==> config.mk <==
export PLATFORM = sky130hd
export DESIGN_NAME = sdram_refresh_sched
export DESIGN_NICKNAME = d
export VERILOG_FILES = /design/src/rtl/sdram_refresh_pkg.sv /design/src/rtl/sdram_refresh_sched_sync2.sv /design/src/rtl/sdram_refresh_sched.sv
export SDC_FILE = /design/constraint.sdc
export NUM_CORES = 1
export LEC_CHECK = 0
export ABC_AREA = 1
export BUFFER_PORTS_ARGS = -buffer_cell sky130_fd_sc_hd__clkbuf_2
export CORE_MARGIN = 2
export CORE_UTILIZATION = 52
export DETAILED_ROUTE_END_ITERATION = 8
export PLACE_DENSITY = 0.72
export SYNTH_ARGS = -nofsm -noshare
export SYNTH_HDL_FRONTEND = slang
export SYNTH_SLANG_ARGS = --single-unit
==> constraint.sdc <==
create_clock -name eclk -period 2.4 [get_ports eclk]
set_clock_uncertainty 0.1 [all_clocks]
set_input_delay 0.12 -clock eclk [delete_from_list [all_inputs] [get_ports eclk]]
set_output_delay 0.12 -clock eclk [all_outputs]
set_load 0.05 [all_outputs]
==> src/rtl/sdram_refresh_pkg.sv <==
// Shared definitions for the SDRAM refresh scheduler: default timing
// parameters, debt counter width and the handshake FSM state encoding.
package sdram_refresh_pkg;

    localparam int unsigned REFRESH_PERIOD_DEF = 5;  // eclk ticks per refresh interval
    localparam int unsigned MAX_DEBT_DEF       = 8;  // owed refreshes before overflow
    localparam int unsigned URGENT_LEVEL_DEF   = 6;  // debt that ends postponement
    localparam int unsigned DEBT_W             = 4;  // width of the owed-refresh count

    typedef enum logic [2:0] {
        ST_IDLE,
        ST_POSTPONE,
        ST_REQUEST,
        ST_WAIT_ACK,
        ST_RELEASE
    } refresh_state_e;

endpackage : sdram_refresh_pkg

==> src/rtl/sdram_refresh_sched_sync2.sv <==
// sync2: generic two-flop synchronizer with asynchronous active-low reset.
// Brings a single-bit level from a foreign clock domain into clk.
module sync2 (
    input  logic clk,
    input  logic rst_n,
    input  logic d_i,
    output logic q_o
);

    logic meta_q;
    logic sync_q;

    // Shift the asynchronous input through two flops to settle metastability.
    always_ff @(posedge clk or negedge rst_n) begin
        if (!rst_n) begin
            meta_q <= 1'b0;
            sync_q <= 1'b0;
        end else begin
            // NOTE: non-blocking assignments keep these as two distinct flops; blocking would collapse the chain into one.
            meta_q <= d_i;
            sync_q <= meta_q;
        end
    end

    assign q_o = sync_q;

endmodule : sync2

==> src/rtl/sdram_refresh_sched.sv <==
// sdram_refresh_sched: counts refresh intervals on the E clock, tracks the
// number of owed refreshes and issues them to the clk-domain SDRAM
// controller over a four-phase req/ack handshake.
// Optional build macro RIDE_REFRESH_POSTPONE_EN: when defined, ram_busy
// postpones requests until the debt reaches URGENT_LEVEL; when undefined,
// ram_busy is ignored and requests issue as soon as any refresh is owed.
module sdram_refresh_sched
    import sdram_refresh_pkg::*;
#(
    parameter int unsigned REFRESH_PERIOD = REFRESH_PERIOD_DEF,
    parameter int unsigned MAX_DEBT       = MAX_DEBT_DEF,
    parameter int unsigned URGENT_LEVEL   = URGENT_LEVEL_DEF
) (
    input  logic              eclk,
    input  logic              refreshreset,
    input  logic              ram_busy,
    input  logic              refresh_ack,
    output logic              refresh_req,
    output logic              refresh_urgent,
    output logic [DEBT_W-1:0] refresh_debt,
    output logic              refresh_overflow
);

    localparam int unsigned       CNT_W       = (REFRESH_PERIOD > 1) ? $clog2(REFRESH_PERIOD) : 1;
    localparam logic [CNT_W-1:0]  CNT_RELOAD  = CNT_W'(REFRESH_PERIOD - 1);
    localparam logic [DEBT_W-1:0] DEBT_MAX    = DEBT_W'(MAX_DEBT);
    localparam logic [DEBT_W-1:0] DEBT_URGENT = DEBT_W'(URGENT_LEVEL);

    logic [CNT_W-1:0]  cnt_q;
    logic [DEBT_W-1:0] debt_q, debt_d;
    logic              ovf_q, ovf_d;
    logic              req_q;
    refresh_state_e    state_q;
    logic              ack_s;
    logic              tick;
    logic              dec;
    logic              urgent;

    // The acknowledge comes from another clock domain.
    sync2 u_ack_sync (
        .clk   (eclk),
        .rst_n (refreshreset),
        .d_i   (refresh_ack),
        .q_o   (ack_s)
    );

`ifndef RIDE_REFRESH_POSTPONE_EN
    // Without postponement the controller's busy flag has no influence.
    logic unused_ram_busy;
    assign unused_ram_busy = ram_busy;
`endif

    assign tick   = (cnt_q == '0);
    assign dec    = (state_q == ST_WAIT_ACK);
    assign urgent = (debt_q >= DEBT_URGENT);

    // Interval down-counter; the cycle spent at zero is the refresh tick.
    always_ff @(posedge eclk or negedge refreshreset) begin
        if (!refreshreset) begin
            cnt_q <= CNT_RELOAD;
        end else if (tick) begin
            cnt_q <= CNT_RELOAD;
        end else begin
            cnt_q <= cnt_q - 1'b1;
        end
    end

    // Next debt: a tick adds one, a completed handshake removes one, both cancel.
    always_comb begin
        // NOTE: defaults first so every path assigns both signals and no latch is inferred.
        debt_d = debt_q;
        ovf_d  = ovf_q;
        if (tick && !dec) begin
            if (debt_q == DEBT_MAX) begin
                ovf_d = 1'b1;
            end else begin
                debt_d = debt_q + 1'b1;
            end
        end else if (dec && !tick) begin
            if (debt_q != '0) begin
                debt_d = debt_q - 1'b1;
            end
        end
    end

    // Debt and sticky overflow registers.
    always_ff @(posedge eclk or negedge refreshreset) begin
        if (!refreshreset) begin
            debt_q <= '0;
            ovf_q  <= 1'b0;
        end else begin
            debt_q <= debt_d;
            ovf_q  <= ovf_d;
        end
    end

    // Handshake FSM with a registered request, high only while in REQUEST.
    always_ff @(posedge eclk or negedge refreshreset) begin
        if (!refreshreset) begin
            state_q <= ST_IDLE;
            req_q   <= 1'b0;
        end else begin
            case (state_q)
                ST_IDLE: begin
                    // A stale ack_s (e.g. after reset mid-handshake) holds us here.
                    if (debt_q != '0 && !ack_s) begin
`ifdef RIDE_REFRESH_POSTPONE_EN
                        if (ram_busy && !urgent) begin
                            state_q <= ST_POSTPONE;
                        end else begin
                            state_q <= ST_REQUEST;
                            req_q   <= 1'b1;
                        end
`else
                        state_q <= ST_REQUEST;
                        req_q   <= 1'b1;
`endif
                    end
                end
                ST_POSTPONE: begin
`ifdef RIDE_REFRESH_POSTPONE_EN
                    if (!ram_busy || urgent) begin
                        state_q <= ST_REQUEST;
                        req_q   <= 1'b1;
                    end
`else
                    state_q <= ST_IDLE;
`endif
                end
                ST_REQUEST: begin
                    if (ack_s) begin
                        state_q <= ST_WAIT_ACK;
                        req_q   <= 1'b0;
                    end
                end
                ST_WAIT_ACK: begin
                    state_q <= ST_RELEASE;
                end
                ST_RELEASE: begin
                    if (!ack_s) begin
                        state_q <= ST_IDLE;
                    end
                end
                default: begin
                    state_q <= ST_IDLE;
                    req_q   <= 1'b0;
                end
            endcase
        end
    end

    assign refresh_req      = req_q;
    assign refresh_urgent   = urgent;
    assign refresh_debt     = debt_q;
    assign refresh_overflow = ovf_q;

endmodule : sdram_refresh_sched

# Yosys cells after proc, flatten, opt, wreduce, memory -nomap -nowiden
# Cells that the tools add are included.
# word_totals
latch_bits,0
ff_bits,14
output_inout_bits,7
romBits,0
input_bits,4
ram_bits,0
n_memories,0
# op_classes
bitwise,1
magnitude_cmp,1
muxes,12
shift,0
eq_ne,9
multipliers,0
reduce_logical,16
n_div,0
add_sub_neg,3
# ops
operator,count
$mux 4,4
$mux 3,4
$pmux 3 s4,1
$reduce_and 3->1,3
$eq 3x2->1 const B,2
$logic_not 3->1,2
$ne 2x2->1 const B,3
$add 4x1->4 const B,1
$eq 4x4->1 const B,1
$ge 4x3->1 const B,1
$reduce_bool 2->1,2
$reduce_bool 4->1,1
$sub 4x1->4 const B,1
$eq 3x1->1 const B,1
$eq 3x3->1 const B,1
$logic_and 1x1->1,3
$logic_not 1->1,3
$pmux 1 s3,1
$reduce_or 3->1,1
$sub 3x1->3 const B,1
$mux 1,2
$ne 2x1->1 const B,1
$reduce_and 2->1,1
$not 1->1,1

# Logic depth before layout (Yosys ltp)
# Gate-level depths: netlist of the first run.
# depth
word_depth,5
ltp_mapped,12
ltp_nobuf,12

# Modules after synthesis
# From an unflattened synthesis of the first run, not the netlist that was laid out.
# unflattened
hier_cells,79
area_unflattened_um2,680.7
# by_module_without_submodules
mod,instances,cells_per_inst,area_per_inst_um2
sdram_refresh_sched,1,77,630.6
sync2,1,2,50.0

# Least setup slack after synthesis of the first run
# No wires, ideal clock.
# synth_path
path_kind,reg2reg
start,register cnt_q[0]
end,register debt_q[3] (netlist: refresh_debt[3])
n_path_buf,0
slack_ns,0.520
stages_incl_launch_ff,11
setup_time_ns,0.118
t_arrival_ns,1.661
synth_period_minus_slack_ns,1.880
cell_sequence,dfrtp_1 > nor3_1 > ha_1 > inv_1 > ha_1 > a21oi_1 > nand2_1 > nand2_1 > nand2_1 > nand2_1 > nand2_1
# synth_between
elab_chain_cells,5
# synth_lines
element,line,rtl
from (decl),sdram_refresh_sched.sv:29,logic [CNT_W-1:0] cnt_q;
from (signal assigned),sdram_refresh_sched.sv:64,cnt_q <= cnt_q - 1'b1;
$logic_not 3->1 *,sdram_refresh_sched.sv:53,assign tick = (cnt_q == '0);
$logic_not 1->1,sdram_refresh_sched.sv:79,end else if (dec && !tick) begin
$logic_and 1x1->1,sdram_refresh_sched.sv:79,
$reduce_bool 2->1 (no line),--,
$reduce_and 3->1 (no line),--,
to (signal assigned),sdram_refresh_sched.sv:92,debt_q <= debt_d;
to (decl),sdram_refresh_sched.sv:30,"logic [DEBT_W-1:0] debt_q, debt_d;"
# Every way passes the cells marked *; elsewhere a longest branch is shown, timed or not.
# A chain may end at the register's enable or synchronous reset.

# Worst setup path in the final report of the first run
# Same ends and word-level chain as after synthesis.

==> impl_metrics.yaml, run 1 <==
outcome:
  outcome: "completed"
cts:
  post_cts_buffers: 0
  numCtsBuffers: 3
  clockBufferDepth: 2
  cts.sinks: 14
  cts_hold_buf: 2
  insertion_delay_ns: 0.28
  ctsResizeCount: 0
  htreeDepth: 1
  cts_root_buf: "clkbuf_4"
  clkTransAtPathRegs_ns: 0.08
  cts_tree: "done"
yosys:
  ys_seq_area_frac: 0.514
  synth_top_area_frac: 0.475
  synth_ff_type: "dfrtp_1"
  synth_area_um2: 684
  synth_area_leader_cell: "dfrtp_1"
  synth_area_leaders: "dfrtp_1, nand2_1, ha_1"
  synth_cell_types: 17
  synth_warnings: 0
  synth-seq-cells: 14
  async_flop_share: 1.00
  synth_edf_count: 0
  avgSynthCellArea_um2: 8.56
  synth_nets: 88
  netlist_instances: 80
detailed_routing:
  vias: 531
  drc: 0
  first_pass_iters: 2
  wirelength_um: 1150
  via_per_inst: 4.83
  ant_nets: 0
  drtIter0Drc: 4
  wl_per_cell_um: 10.4
timing:
  fin_ws_ns: 0.334
  setup_violations: 0
  period_needed_ns: 2.07
  setup_tns_ns: 0
  finalHoldViolCount: 0
  fmax_ghz: 0.484
  worstMarginPinSlew_ns: 0.339
  drv_slew: 0
  max_slew_margin: 0.774
  grt_setup_unrepaired: "false"
  min_period_over_period: 0.861
  hold_ws_ns: 0.159
power:
  p_leak_uw: 0.000435
  switchingPower_uw: 598
  clkPwrFrac: 0.123
  switching_share: 0.516
  seqPwrFrac: 0.352
  power_density_nw_per_um2: 1460
  ir_drop_mv: 0.879
  internal-power_uw: 560
  pwr-share-comb: 0.525
layout:
  layout.cells.non_filler: 110
  diodes: 0
  areaGrowthSynthToFinish_pct: 16.1
  drive_gt1_frac: 0.168
  fin_nets: 104
global_route:
  grt_antenna_before_repair: 0
  grt_pass1_wl_um: 1730
  grt_max_degree: 15
  use_met3: 0.0500
  grt_usage: 0.173
  top_usage_layer: "met2"
  grt_pass1_vias: 405
  met1_usage: 0.213
  grt_overflow: 0
  met2_usage: 0.270
job:
  maxCapViolCount: 0
floorplanning:
  io-pin-count: 11
  dieArea_um2: 1620
  die_y_um: 40.3
  start_util: 0.539
  coreArea_um2: 1270
  fp.dieW_um: 40.3
  rows: 13
setup_path:
  crit_path_end_kind: "register"
  r2r-start: "cnt_q[0]"
  crit_start: "cnt_q[0]"
  worst_r2r_path_depth: 10
  endpoint: "refresh_debt[3]"
  cp_max_fo: 4
  cp.arrival_ns: 2.15
  worstPathRequired_ns: 2.48
  critPathLaunchType: "register"
  r2r_end: "refresh_debt[3]"
  path_class: "reg2reg"
  r2r_slack_ns: 0.33
min_path:
  hold_class: "in2async"
place:
  hpwlAfterDp_um: 862
  dp_cells: 104
  dpl_worst_slack_ns: 0.335
  io_buffers: 9
  gp_congestion: 0.794
worst max-delay path: stages, from the launching register on:
cell and delay (ns):
dfrtp_1 0.41, nor3_1 0.27, ha_1 0.28, inv_1 0.11, ha_1 0.33, a21oi_1 0.20, nand2_1 0.07, nand2_1 0.06
nand2_1 0.05, nand2_1 0.05, nand2_1 0.04
stage by stage:
step	cell area, µm²	util	power, µW
2_1_floorplan	684	-	886
6_report	795	0.626	1160
5_1_grt	795	0.626	1260
4_1_cts	795	0.626	1170
3_5_place_dp	748	0.590	1020
3_3_place_gp	748	0.590	1000
state kept, by name (all words and copies together) (netlist names):
register,flops
refresh_req,1
u_ack_sync.q_o,1
state_q,3
u_ack_sync.meta_q,1
refresh_overflow,1
refresh_debt,4
cnt_q,3
final cells by class:
type / count / area (µm²)
clock buffer: 4 / 26.3
fill: 114 / 474
inverter: 9 / 33.8
multi-input combinational: 57 / 299
sequential: 14 / 352
tap: 15 / 18.8
timing repair buffer: 11 / 65.1
cell families after synthesis:
kind of cell,after synthesis,share of synthesized area
xor gates and xnor gates,3,0.0384
adders and majority gates,4,0.0841
AOI/OAI and AO/OA,4,0.0347
and+or+nand+nor,46,0.280
DFF,14,0.514
buffers and inverters,9,0.0494
cells in the final DEF, fill, tap and decap left out, types with 2 or more instances in the layout:
cell	n
nand2_1	25
dfrtp_1	13
xnor2_1	2
ha_1	3
clkbuf_4	3
nand4_1	2
nor2_1	9
nand3_1	6
clkbuf_2	9
a21oi_1	2
dlygate4sd3_1	2
inv_1	8
nor3_1	3
routing by layer:
| layer | vias up | routed length (µm) | part of all wire |
|---|---|---|---|
| met5 | - | 0 | 0 |
| met4 | 0 | 21 | 0.018 |
| met3 | 4 | 45 | 0.039 |
| met2 | 9 | 518 | 0.45 |
| met1 | 235 | 560 | 0.49 |
| li1 | 283 | - | - |
Yosys cell counts (2+ instances only):
cell type	n
inv_1	8
a21oi_1	2
nand3_1	6
nor2_1	9
ha_1	3
nor3_1	3
xnor2_1	2
dfrtp_1	13
nand4_1	2
nand2_1	25
worst min path at each step:
stage	start	slack, ns	to
6_report	refreshreset	0.16	refresh_debt[3]
5_1_grt	refreshreset	0.20	refresh_req
4_1_cts	refreshreset	0.17	refresh_req
3_5_place_dp	refreshreset	-0.06	refresh_debt[3]
3_3_place_gp	refreshreset	-0.06	refresh_debt[3]
2_1_floorplan	refreshreset	-0.28	cnt_q[0]
power by group through the flow:
stage / Sequential, µW / Combinational [µW] / Clock (µW)
3_5_place_dp: 414 / 610 / 0
4_1_cts: 409 / 614 / 144
3_3_place_gp: 407 / 594 / 0
5_1_grt: 421 / 680 / 155
2_1_floorplan: 560 / 326 / 0
6_report: 408 / 608 / 142
(Power assumes the default switching activity.)
==> run 2: changes to the inputs <==
- SYNTH_HIERARCHICAL: unset -> 1
==> run 2 against run 1 <==
Net effect:
- first-iteration DRC count up 130%
- sequential share of layout area down 0.35 points
- flip-flop and latch count unchanged
- synthesized area down 0.55%
- clock power up 18%
- via count up 2.4%
- clock-buffer cell count unchanged
- register-to-register slack worse by 0.03 ns
- critical endpoint unchanged
- highest routed layer unchanged
- sequential power about the same
- non-clock buffer count unchanged
==> impl_metrics.yaml, run 2 <==
detailed_routing:
  drc: 0
  wirelength_um: 1220
  first_pass_iters: 4
  wl_per_cell_um: 11.2
  via_per_inst: 4.99
  drtIter0Drc: 9
  ant_nets: 0
  vias: 544
timing:
  setup_tns_ns: 0
  fmax_ghz: 0.478
  fin_ws_ns: 0.306
  worstMarginPinSlew_ns: 0.342
  max_slew_margin: 0.772
  setup_violations: 0
  drv_slew: 0
  finalHoldViolCount: 0
  grt_setup_unrepaired: "false"
  min_period_over_period: 0.872
  period_needed_ns: 2.09
setup_path:
  path_class: "reg2reg"
  critPathLaunchType: "register"
  cp.arrival_ns: 2.18
  cp_max_fo: 4
  crit_path_end_kind: "register"
  worstPathRequired_ns: 2.48
yosys:
  synth_warnings: 6
  synth_area_leader_cell: "dfrtp_1"
  synth_area_um2: 681
  synth_nets: 87
  yosysMostFrequentCell: "nand2_1"
  synth_ff_type: "dfrtp_1"
  ys_seq_area_frac: 0.517
  synthTopCellsByCount: "nand2_1, dfrtp_1, nor2_1, inv_1, nand3_1"
  synth_edf_count: 0
  synth_cell_types: 17
  synth_area_leaders: "dfrtp_1, nand2_1, ha_1"
  synth_top_area_frac: 0.478
  synth-seq-cells: 14
  avgSynthCellArea_um2: 8.62
  async_flop_share: 1.00
  netlist_instances: 79
cts:
  cts.sinks: 14
  cts_hold_buf: 2
  clockBufferDepth: 2
  clkTransAtPathRegs_ns: 0.09
  htreeDepth: 1
  insertion_delay_ns: 0.28
  numCtsBuffers: 3
  cts_root_buf: "clkbuf_4"
  ctsResizeCount: 0
  cts_tree: "done"
  post_cts_buffers: 0
global_route:
  grt_usage: 0.198
  met1_usage: 0.241
  grt_pass1_wl_um: 2040
  grt_pass1_vias: 494
  use_met3: 0.0833
  grt_overflow: 0
  grt_antenna_before_repair: 0
  met2_usage: 0.323
  grt_max_degree: 15
  top_usage_layer: "met2"
layout:
  drive_gt1_frac: 0.181
  areaGrowthSynthToFinish_pct: 17.6
  largest_reg_flops: 4
  final_cell_mix: "nand2_1, dfrtp_1, nor2_1, clkbuf_2, inv_1"
  final_common_cell: "nand2_1"
  diodes: 0
  finish.utilization: 0.631
  fin_nets: 103
  fill_cells: 119
power:
  internal-power_uw: 590
  switching_share: 0.510
  power_density_nw_per_um2: 1500
  ir_drop_mv: 0.692
  seqPwrFrac: 0.339
  clkPwrFrac: 0.140
  p_leak_uw: 0.000440
  pwr-share-comb: 0.521
  switchingPower_uw: 613
place:
  hpwlAfterDp_um: 904
  io_buffers: 9
  dpl_worst_slack_ns: 0.326
  gp_congestion: 0.791
floorplanning:
  fp.dieW_um: 40.2
  start_util: 0.536
  die_y_um: 40.2
  io-pin-count: 11
  rows: 13
  dieArea_um2: 1610
  coreArea_um2: 1270
outcome:
  outcome: "completed"
job:
  maxCapViolCount: 0
min_path:
  hold_class: "in2async"
==> run 2: cell types whose count changed in the layout (fill, tap and decap cells not counted) <==
| cell | previous run | this run |
|---|---|---|
| inv_1 | 8 | 7 |
| clkbuf_1 | 1 | 0 |
| clkbuf_8 | 0 | 1 |
==> run 2: path summary, 6_finish.rpt <==
check | endpoint | depth (start not counted) | startpoint | slack, ns
min in group eclk | u_ack_sync/q_o | 0 | u_ack_sync/meta_q | 0.26
setup / recovery | refresh_debt[3] | 10 | cnt_q[0] | 0.31
setup reg to reg | refresh_debt[3] | 10 | cnt_q[0] | 0.31
hold / removal | refresh_debt[3] | 2 | refreshreset | 0.16
hold reg to reg | u_ack_sync/q_o | 0 | u_ack_sync/meta_q | 0.26
max in group asynchronous | cnt_q[2] | 2 | refreshreset | 1.73
==> run 2: critical path, stage by stage, from the launching register on <==
cell	delay [ns]
dfrtp_1	0.41
nor3_1	0.28
ha_1	0.29
inv_1	0.11
ha_1	0.33
a21oi_1	0.20
nand2_1	0.07
nand2_1	0.06
nand2_1	0.05
nand2_1	0.05
nand2_1	0.04
==> run 2: logic make-up (layout without fill, tap and decap cells) <==
logic type,count (synthesis),count (layout),synth area share
fa+ha+maj,4,4,0.0846
xor+xnor,3,3,0.0386
simple gates,46,46,0.281
buf+inv,8,23,0.0441
compound gates,4,4,0.0349
flops,14,14,0.517
==> run 2: power by group through the flow <==
stage          Combinational [µW]  Sequential [µW]  Clock (µW)
2_1_floorplan                 330              560           0
3_3_place_gp                  598              406           0
6_report                      627              409         168
4_1_cts                       633              409         171
3_5_place_dp                  622              414           0
5_1_grt                       701              419         185
==> run 2: metrics by stage <==
step | instance area [µm²] | hold WS [ns] | cells | total power (µW)
2_1_floorplan | 681 | -0.276 | 79 | 890
3_3_place_gp | 744 | -0.0639 | 103 | 1000
5_1_grt | 801 | 0.205 | 109 | 1300
3_5_place_dp | 744 | -0.0635 | 103 | 1040
4_1_cts | 801 | 0.179 | 109 | 1210
6_report | 801 | 0.164 | 109 | 1200
==> run 2: metal layers <==
metal	wire length, µm	up-vias
met4	8	0
li1	-	282
met5	0	-
met3	84	2
met1	539	238
met2	589	22
==> run 2: final cells by class <==
class / count / area [µm²] / area share
clock buffers: 4 / 36.3 / 0.0453
well taps: 15 / 18.8 / 0.0234
inverters: 8 / 30.0 / 0.0375
flip-flops and latches: 14 / 352 / 0.439
multi-input cells: 57 / 299 / 0.373
repair buffers: 11 / 65.1 / 0.0812
==> run 3: changes to the inputs <==
- CELL_PAD_IN_SITES_DETAIL_PLACEMENT: unset -> 1
- CELL_PAD_IN_SITES_GLOBAL_PLACEMENT: unset -> 1
- CORE_UTILIZATION: 52 -> 39
==> run 3 against run 2 <==
Net effect:
- critical path depth is the same
- combinational power is 1% lower
- largest power group unchanged
- sequential share of layout area is 0.14 points lower
==> impl_metrics.yaml, run 3 (synthesis results as in run 2) <==
detailed_routing:
  wl_per_cell_um: 11.9
  drtIter0Drc: 7
  via_per_inst: 5.14
  first_pass_iters: 4
  drc: 0
  ant_nets: 0
  vias: 570
  wirelength_um: 1320
timing:
  drv_slew: 0
  fmax_ghz: 0.479
  max_slew_margin: 0.774
  setup_tns_ns: 0
  setup_violations: 0
  finalHoldViolCount: 0
  period_needed_ns: 2.09
  min_period_over_period: 0.871
  worstMarginPinSlew_ns: 0.339
  grt_setup_unrepaired: "false"
setup_path:
  crit_path_end_kind: "register"
  r2r-start: "cnt_q[0]"
  path_class: "reg2reg"
  r2r_end: "refresh_debt[3]"
  worst_r2r_path_depth: 10
  cp.arrival_ns: 2.18
  r2r_slack_ns: 0.31
  cp_max_fo: 4
  critPathLaunchType: "register"
  worstPathRequired_ns: 2.49
place:
  hpwlAfterDp_um: 1050
  io_buffers: 9
  dpl_cell_area_um2: 747
  dp_cells: 105
  gp_congestion: 0.743
layout:
  largest_reg_flops: 4
  layout.cells.non_filler: 111
  drive_gt1_frac: 0.181
  final_common_cell: "nand2_1"
  postLayoutCellArea_um2: 803
  fin_nets: 103
  diodes: 0
  final_cell_mix: "nand2_1, dfrtp_1, nor2_1, clkbuf_2, inv_1"
  areaGrowthSynthToFinish_pct: 18.0
  fill_cells: 211
floorplanning:
  coreArea_um2: 1690
  fp.dieW_um: 45.8
  start_util: 0.403
  die_y_um: 45.8
  rows: 15
  dieArea_um2: 2100
  io-pin-count: 11
cts:
  cts_root_buf: "clkbuf_4"
  htreeDepth: 1
  numCtsBuffers: 3
  clockBufferDepth: 2
  cts.sinks: 14
  insertion_delay_ns: 0.28
  clkTransAtPathRegs_ns: 0.09
  cts_tree: "done"
global_route:
  grt_pass1_vias: 538
  grt_pass1_wl_um: 2360
  grt_overflow: 0
  grt_max_degree: 15
  grt_usage: 0.165
  grt_antenna_before_repair: 0
power:
  ir_drop_mv: 0.838
  p_leak_uw: 0.000440
  power_density_nw_per_um2: 1490
  total_power_uw: 1200
min_path:
  hold_class: "in2async"
job:
  maxCapViolCount: 0
outcome:
  outcome: "completed"
## run 3: cell counts in the layout (fill, tap and decap cells not counted)
Identical to the previous run, type by type.
## run 3: stage by stage
| step | worst slack, ns | util | hold WS [ns] |
|---|---|---|---|
| CTS | 0.292 | 0.476 | 0.163 |
| floorplan | 0.520 | - | -0.276 |
| global route | 0.0955 | 0.476 | 0.199 |
| detailed placement | 0.315 | 0.442 | -0.0599 |
| global placement | 0.370 | 0.442 | -0.0619 |
| finish | 0.310 | 0.476 | 0.159 |
## run 3: cell type report
class / instances / area (µm²) / share of cell area
inverter: 8 / 30.0 / 0.0374
sequential: 14 / 352 / 0.438
clock buffer: 4 / 36.3 / 0.0452
tap: 17 / 21.3 / 0.0265
multi-input combinational: 57 / 299 / 0.372
timing repair buffer: 11 / 65.1 / 0.0810
## run 3: how the worst max path moves through the flow
stage | end | slack, ns | startpoint | depth (start not counted)
2_1_floorplan | refresh_debt[3] | 0.52 | cnt_q[0] | 10
3_3_place_gp | refresh_debt[3] | 0.37 | cnt_q[0] | 10
3_5_place_dp | refresh_debt[3] | 0.31 | cnt_q[0] | 10
4_1_cts | refresh_debt[3] | 0.29 | cnt_q[0] | 10
5_1_grt | refresh_debt[3] | 0.1 | cnt_q[0] | 10
6_report | refresh_debt[3] | 0.31 | cnt_q[0] | 10
## run 3: critical path, cell delays in order (launching register included)
cell,delay [ns]
dfrtp_1,0.42
nor3_1,0.29
ha_1,0.27
inv_1,0.10
ha_1,0.33
a21oi_1,0.20
nand2_1,0.07
nand2_1,0.07
nand2_1,0.06
nand2_1,0.05
nand2_1,0.04
## run 3: layer usage
metal / wire (µm) / GRT usage / up-vias
met5: 0 / 0 / -
met2: 666 / 0.254 / 5
met3: 26 / 0.0357 / 4
li1: - / - / 283
met4: 34 / 0.103 / 0
met1: 592 / 0.212 / 278
## run 3: power by group
part           total, µW  internal [µW]  switching, µW
logic                619            187            432
clock network        171           92.4           78.2
registers            411            310            101
total               1200            589            611
## run 3: timing repair
action | 4_1_cts | 5_1_grt
resized for setup | 0 | 0
setup buffers | 0 | 0
hold buffers | 2 | 0
endpoints found under the hold margin | 15 | 0
